### config.mk
export PLATFORM = sky130hd
export DESIGN_NAME = spi_slave_ctrl
export DESIGN_NICKNAME = d
export VERILOG_FILES = /design/src/rtl/spi_pkg.sv /design/src/rtl/spi_tx_shifter.sv /design/src/rtl/spi_slave_ctrl.sv
export SDC_FILE = /design/constraint.sdc
export NUM_CORES = 1
export LEC_CHECK = 0
export BUFFER_PORTS_ARGS = -buffer_cell sky130_fd_sc_hd__buf_2
export CAP_MARGIN = 0
export CORE_ASPECT_RATIO = 1.2
export CORE_MARGIN = 2
export CORE_UTILIZATION = 43
export CTS_CLUSTER_SIZE = 28
export DETAILED_ROUTE_END_ITERATION = 16
export SETUP_SLACK_MARGIN = 0.15
export SLEW_MARGIN = 20
export SYNTH_ARGS = -nofsm -noshare
export SYNTH_HDL_FRONTEND = slang
export SYNTH_SLANG_ARGS = --single-unit
### constraint.sdc
create_clock -name clk -period 3.3 [get_ports clk]
set_clock_uncertainty 0.15 [all_clocks]
set_input_delay 0.495 -clock clk [delete_from_list [all_inputs] [get_ports clk]]
set_output_delay 0.495 -clock clk [all_outputs]
set_load 0.01 [all_outputs]
### src/rtl/spi_pkg.sv
// Shared SPI slave types and constants: FSM state encoding, RAM command codes, frame length.
package spi_pkg;

    typedef enum logic [2:0] {
        IDLE,
        CHK_CMD,
        WRITE,
        READ_ADD,
        READ_DATA
    } state_t;

    localparam logic [1:0] CMD_WR_ADDR = 2'b00;
    localparam logic [1:0] CMD_WR_DATA = 2'b01;
    localparam logic [1:0] CMD_RD_ADDR = 2'b10;
    localparam logic [1:0] CMD_RD_DATA = 2'b11;

    localparam int FRAME_BITS = 10;

    // True when the command bits of a completed word agree with the state that received it.
    function automatic logic cmd_matches(input state_t st, input logic [1:0] cmd);
        case (st)
            WRITE:     return (cmd == CMD_WR_ADDR) || (cmd == CMD_WR_DATA);
            READ_ADD:  return cmd == CMD_RD_ADDR;
            READ_DATA: return cmd == CMD_RD_DATA;
            default:   return 1'b0;
        endcase
    endfunction

endpackage

### src/rtl/spi_tx_shifter.sv
// MISO serializer: loads a RAM byte and presents it MSB first, one bit per clock, then idles at 0.
module spi_tx_shifter #(
    parameter int W = 8
) (
    input  logic         clk,
    input  logic         rst,
    input  logic         clear,
    input  logic         load,
    input  logic [W-1:0] data,
    output logic         miso,
    output logic         busy,
    output logic         done
);
    localparam int CW = $clog2(W + 1);

    logic [W-1:0]  sreg;
    logic [CW-1:0] bits_left;

    // Clear (frame end) has priority over a load arriving on the same edge.
    always_ff @(posedge clk) begin
        if (rst || clear) begin
            sreg      <= '0;
            bits_left <= '0;
            done      <= 1'b0;
        end else if (load) begin
            sreg      <= data;
            bits_left <= CW'(W);
            done      <= 1'b0;
        end else if (bits_left != '0) begin
            sreg      <= {sreg[W-2:0], 1'b0};
            bits_left <= bits_left - CW'(1);
            if (bits_left == CW'(1)) begin
                done <= 1'b1;
            end
        end
    end

    assign busy = (bits_left != '0);
    assign miso = busy & sreg[W-1];

endmodule

### src/rtl/spi_slave_ctrl.sv
// SPI slave front end for the single-port RAM: decodes MOSI frames into RAM words and serializes read data on MISO.
// Optional build macro SPI_CMD_CHECK_EN rejects words whose command bits disagree with the decoded state and raises cmd_err.
module spi_slave_ctrl
    import spi_pkg::*;
#(
    parameter int ADDR_SIZE = 8
) (
    input  logic                 clk,
    input  logic                 rst,
    input  logic                 SS_n,
    input  logic                 MOSI,
    output logic                 MISO,
    output logic [ADDR_SIZE+1:0] din,
    output logic                 rx_valid,
    input  logic [ADDR_SIZE-1:0] dout,
    input  logic                 tx_valid,
    output logic                 cmd_err
);
    localparam logic [3:0] LAST_BIT = 4'(FRAME_BITS - 1);
    localparam logic [3:0] FULL_CNT = 4'(FRAME_BITS);

    state_t               state;
    state_t               next_state;
    logic [3:0]           bit_cnt;
    logic                 rd_addr_pending;
    logic                 rd_word_ok;
    logic                 shifting;
    logic                 last_bit;
    logic                 cmd_ok;
    logic                 accept;
    logic                 tx_load;
    logic                 tx_busy;
    logic                 tx_done;
    logic [ADDR_SIZE+1:0] word_next;

    always_comb begin
        next_state = state;
        shifting   = 1'b0;
        last_bit   = 1'b0;
        cmd_ok     = 1'b1;
        accept     = 1'b0;
        word_next  = {din[ADDR_SIZE:0], MOSI};

        case (state)
            IDLE: begin
                if (!SS_n) begin
                    next_state = CHK_CMD;
                end
            end
            CHK_CMD: begin
                if (SS_n) begin
                    next_state = IDLE;
                end else if (!MOSI) begin
                    next_state = WRITE;
                end else if (rd_addr_pending) begin
                    next_state = READ_DATA;
                end else begin
                    next_state = READ_ADD;
                end
            end
            default: begin
                // Shifting states: an SS_n release always aborts, even on the 10th-bit edge.
                if (SS_n) begin
                    next_state = IDLE;
                end else if (bit_cnt != FULL_CNT) begin
                    shifting = 1'b1;
                end
            end
        endcase

        last_bit = shifting && (bit_cnt == LAST_BIT);
`ifdef SPI_CMD_CHECK_EN
        cmd_ok = cmd_matches(state, word_next[ADDR_SIZE+1:ADDR_SIZE]);
`endif
        accept = last_bit && cmd_ok;
    end

    // The RAM reply is taken only once per accepted read-data word, while the frame is still open.
    assign tx_load = rd_word_ok && !tx_busy && !tx_done && tx_valid && !SS_n;

    always_ff @(posedge clk) begin
        if (rst) begin
            state           <= IDLE;
            bit_cnt         <= '0;
            din             <= '0;
            rx_valid        <= 1'b0;
            rd_addr_pending <= 1'b0;
            rd_word_ok      <= 1'b0;
        end else begin
            state    <= next_state;
            rx_valid <= accept;

            if (shifting) begin
                din     <= word_next;
                bit_cnt <= bit_cnt + 4'd1;
            end else if (SS_n) begin
                bit_cnt <= '0;
            end

            if (accept && (state == READ_ADD)) begin
                rd_addr_pending <= 1'b1;
            end else if (accept && (state == READ_DATA)) begin
                rd_addr_pending <= 1'b0;
            end

            if (SS_n) begin
                rd_word_ok <= 1'b0;
            end else if (accept && (state == READ_DATA)) begin
                rd_word_ok <= 1'b1;
            end
        end
    end

`ifdef SPI_CMD_CHECK_EN
    always_ff @(posedge clk) begin
        if (rst) begin
            cmd_err <= 1'b0;
        end else if (last_bit && !cmd_ok) begin
            cmd_err <= 1'b1;
        end
    end
`else
    assign cmd_err = 1'b0;
`endif

    spi_tx_shifter #(
        .W(ADDR_SIZE)
    ) u_tx (
        .clk  (clk),
        .rst  (rst),
        .clear(SS_n),
        .load (tx_load),
        .data (dout),
        .miso (MISO),
        .busy (tx_busy),
        .done (tx_done)
    );

endmodule

* Word level (Yosys, flattened, before mapping) *
Index checks and enable logic that the tools add are counted.

cells by class
  mux-type cells = 17
  add/subtract/negate cells = 2
  bitwise logic cells = 1
  reductions and logical operators = 22
  equality and inequality tests = 7

operators by type and width
  kind                   count
  $mux W4                4
  $mux W8                2
  $mux W3                5
  $logic_and A1 B1 Y1    7
  $pmux W3 S2            1
  $reduce_bool A2 Y1     3
  $reduce_or A2 Y1       3
  $mux W1                5
  $add A4 B1 Y4 const B  1
  $eq A4 B1 Y1 const B   1
  $eq A4 B4 Y1 const B   1
  $ne A4 B4 Y1 const B   1
  $reduce_and A2 Y1      2
  $reduce_bool A4 Y1     1
  $sub A4 B1 Y4 const B  1
  $eq A3 B1 Y1 const B   1
  $eq A3 B2 Y1 const B   1
  $eq A3 B3 Y1 const B   1
  $logic_not A1 Y1       3
  $logic_not A3 Y1       1
  $reduce_bool A3 Y1     1
  $ne A2 B2 Y1 const B   1
  $and A1 B1 Y1          1
  $logic_or A1 B1 Y1     1

storage, ports and cells
  input bits = 13
  output and inout bits = 13
  flip-flop bits (word level) = 33
  word-level logic and storage cells = 59

* Longest topological paths before layout *
  word-level depth = 8
  depth in mapped cells = 6
  mapped depth without buffers = 5

* By module *
A second synthesis with hierarchy kept.

unflattened totals
  cell total of the unflattened synthesis = 162
  area, all modules = 1,512.7 µm²

modules (own cells, without submodules)
  module          area an instance (µm²)  cells each  seq. area each (µm²)  instances
  spi_slave_ctrl  914.6                   91          400.4                 1
  spi_tx_shifter  598.1                   71          260.2                 1

* Worst setup path before layout *
OpenSTA, ideal clock, no wires.

  path type = reg-to-reg
  start = reg bit_cnt[0]
  end = reg bit_cnt[1]
  required time = 3.027 ns
  path slack = 1.552 ns
  arrival time = 1.475 ns
  buffers on the path = 1
  clock period less this slack = 1.748 ns
  setup time = 0.123 ns
  stages on the path, launching flop included = 7
  cells stage by stage = dfxtp_1 inv_1 ha_1 and3b_1 nor3_1 buf_4 mux2_1

on the way
  cells in the longest elaborated chain, start to end = 5
  elaborated cells on any way between the ends = 7
  those cells by class = add/sub (1); eq/ne (1); mux (4); reduce/logical (1)

ends and longest elaborated chain
  element                                        line                  RTL
  start, declared                                spi_slave_ctrl.sv:24  logic [3:0] bit_cnt;
  start signal, assigned                         spi_slave_ctrl.sv:95  bit_cnt <= bit_cnt + 4'd1;
  $ne A4 B4 Y1                                   spi_slave_ctrl.sv:65  end else if (bit_cnt != FULL_CNT) begin
  $mux W1                                        spi_slave_ctrl.sv:65
  $mux W1                                        spi_slave_ctrl.sv:63  if (SS_n) begin
  $mux W1                                        spi_slave_ctrl.sv:44  case (state)
  $mux W4 or $reduce_bool A2 Y1 (tied branches)  n/a

Parallel ways exist; a longest one is shown, timed or not.
A chain may end at the register's enable or synchronous reset.

* Worst setup path in the final report *
  start = reg u_tx.bits_left[0]
  end = out MISO

on the way
  cells in the longest elaborated chain, start to end = 2

ends and longest elaborated chain
  element                 line                  RTL
  start, declared         spi_tx_shifter.sv:17  logic [CW-1:0] bits_left;
  start signal, assigned  spi_tx_shifter.sv:27  bits_left <= CW'(W);
  start signal, assigned  spi_tx_shifter.sv:31  bits_left <= bits_left - CW'(1);
  $reduce_bool A4 Y1      spi_tx_shifter.sv:38  assign busy = (bits_left != '0);
  $and A1 B1 Y1           spi_tx_shifter.sv:39  assign miso = busy & sreg[W-1];
  end, declared           spi_slave_ctrl.sv:12  output logic MISO,

No other way between the ends.

==> impl_metrics.env <==
export IMPL_hp_class="input port to register"
export IMPL_core_area_um2=3280
export IMPL_hpwl_um=2200
export IMPL_cts_htree_levels=2
export IMPL_chipWidth_um=57.2
export IMPL_area_sequential_um2=661
export IMPL_grt_pass1_vias=1117
export IMPL_io_pins=26
export IMPL_hold_viol=0
export IMPL_ys_warn_count=0
export IMPL_diodes=0
export IMPL_grt_overflow=0
export IMPL_post_cts_resized=0
export IMPL_min_period_over_period=0.696
export IMPL_ys_ff_latch=33
export IMPL_critPathMaxStageDelay_ns=0.42
export IMPL_die_area_um2=3870
export IMPL_routed_wl_um=2980
export IMPL_synth_fp_nets=181
export IMPL_crit_slowest_cell="dfxtp_1"
export IMPL_drt_initial_drc_count=60
export IMPL_cts_sinks=33
export IMPL_initial_utilization=0.444
export IMPL_relSlewSlack=0.530
export IMPL_yosysTopAreaCell="dfxtp_1"
export IMPL_crit_chain="inv_1, ha_1, nor3b_2, buf_4, nor2b_1, buf_2"
export IMPL_insertion_delay_ns=0.28
export IMPL_rsz0062_at_grt="false"
export IMPL_cts_hold_buf=0
export IMPL_crit_fanout=21
export IMPL_cts_max_path_buffers=2
export IMPL_dieHeight_um=67.8
export IMPL_path_clk_slew_ns=0.07
export IMPL_final_cell_mix="33 x dfxtp_1, 24 x buf_2, 20 x nand2_1"
export IMPL_arrival_ns=1.65
export IMPL_yosysTopAreaCellShare=0.453
export IMPL_period_minus_slack_ns=2.30
export IMPL_grt_first_pass_wirelength_um=4970
export IMPL_final_common_cell="dfxtp_1"
export IMPL_critPathLaunchType="register"
export IMPL_fillCellCount=312
export IMPL_maxCapViolations=0
export IMPL_drc=0
export IMPL_yosysSeqAreaShare=0.453
export IMPL_postSynth_asyncResetShare=0
export IMPL_synthFlopType="dfxtp_1"
export IMPL_utilization=0.519
export IMPL_synth_avg_cell_area_um2=8.94
export IMPL_place_congestion=0.807
export IMPL_wl_per_cell_um=13.2
export IMPL_synth_edf_count=0
export IMPL_finalNetCount=205
export IMPL_syn_to_final_growth_pct=16.8
export IMPL_post_cts_buffers=0
export IMPL_p_per_area_nw_per_um2=601
export IMPL_numCtsBuffers=5
export IMPL_setup_tns_ns=0
export IMPL_synth_cell_types=38
export IMPL_leakage_nw=0.646
export IMPL_worst_pin_slew_ns=0.703
export IMPL_grt_max_degree=22
export IMPL_syn_area_um2=1460
export IMPL_routed_via_count=1208
export IMPL_clock_fmax_mhz=435
export IMPL_netlist_top_cells_area="dfxtp_1 45%, mux2i_1 6.9%, nand2_1 5.2%, nand2b_1 5.2%, ha_1 4.3%"
export IMPL_critPathRequiredTime_ns=2.65
export IMPL_dp_slack_ns=1.30
export IMPL_fp_row_count=23
export IMPL_setup_viol=0
export IMPL_io_buffers=24
export IMPL_worst_setup_path_end_kind="primary output"
export IMPL_ant_nets=0
export IMPL_cts_root_buf="clkbuf_8"
export IMPL_gr_usage_all_layers=0.170
export IMPL_final_max_slew_viol_count=0
export IMPL_syn_inst=163
export IMPL_cts_tree="built"
export IMPL_multiInputGateArea_um2=726
export IMPL_status="completed"
export IMPL_timing_final_ws_setup_ns=1.00
export IMPL_ir_worst_vdd_v=0.000512
export IMPL_antenna_found_initial=0
export IMPL_routed_via_density=5.37
export IMPL_critPathKind="register to primary output"
export IMPL_firstDrtPassIters=4
export IMPL_drive_gt1_frac=0.202
==> flip-flops by register name (all words and copies together), names as in the netlist <==
register,count
state,3
din,10
bit_cnt,4
u_tx.sreg,8
rd_word_ok,1
rx_valid,1
rd_addr_pending,1
u_tx.bits_left,4
u_tx.done,1
==> kinds of logic after synthesis <==
family          after synthesis  share of synthesized area
fa+ha+maj                     5                     0.0429
flops                        33                      0.453
simple gates                 63                      0.233
xor+xnor                      1                    0.00601
other cells                   1                    0.00257
mux                          11                     0.0764
compound gates               32                      0.133
buf+inv                      17                     0.0524
==> worst max-delay path: cells and delay by family, from the launching register on <==
| kind | cells | cell delay (ns) |
|---|---|---|
| and+or+nand+nor | 2 | 0.28 |
| adders and majority gates | 1 | 0.26 |
| buffers and inverters | 3 | 0.41 |
| DFF | 1 | 0.42 |
==> final timing paths <==
kind                      from           end  slack [ns]  cells after the start
max          u_tx.bits_left[0]          MISO        1.00                      6
max reg2reg         bit_cnt[0]    bit_cnt[1]        1.42                      6
min reg2reg       u_tx.sreg[0]  u_tx.sreg[0]        0.31                      2
min                    dout[0]  u_tx.sreg[0]        0.30                      3
==> Yosys cell counts, types with 4 or more instances <==
master / n
mux2i_1: 10
clkbuf_1: 4
nand2b_1: 12
a31oi_1: 7
inv_1: 7
o21ai_0: 11
ha_1: 5
a21oi_1: 6
nor2_1: 10
nand2_1: 20
dfxtp_1: 33
==> power breakdown <==
part | switching [W] | internal, W | total (W)
Clock | 0.000138 | 0.000188 | 0.000327
Combinational | 0.000131 | 0.0000909 | 0.000222
Sequential | 0.0000332 | 0.000442 | 0.000475
Total | 0.000303 | 0.000721 | 0.00102
==> metal layers <==
layer	global-route usage	up-vias	routed length [um]
li1	-	620	-
met1	0.184	562	1280
met2	0.309	24	1580
met3	0.0517	2	100
met4	0.0727	0	19
met5	0	-	0
==> area by class of cell <==
| class | count | area share |
|---|---|---|
| timing repair buffer | 27 | 0.0838 |
| sequential | 33 | 0.388 |
| multi-input combinational | 113 | 0.426 |
| inverter | 7 | 0.0154 |
| tap | 37 | 0.0272 |
| clock inverter | 1 | 0.00294 |
| clock buffer | 7 | 0.0566 |
==> through the flow <==
stage	cells	hold slack, ns	power (W)	cell area (um^2)
after CTS	225	0.293	0.00103	1700
after detailed placement	217	0.308	0.000703	1600
after global placement	217	0.293	0.000690	1600
after floorplan	163	0.279	0.000649	1460
final	225	0.302	0.00102	1700
after global routing	225	0.302	0.00109	1700
Note: power is estimated with default switching activity, not from simulation.
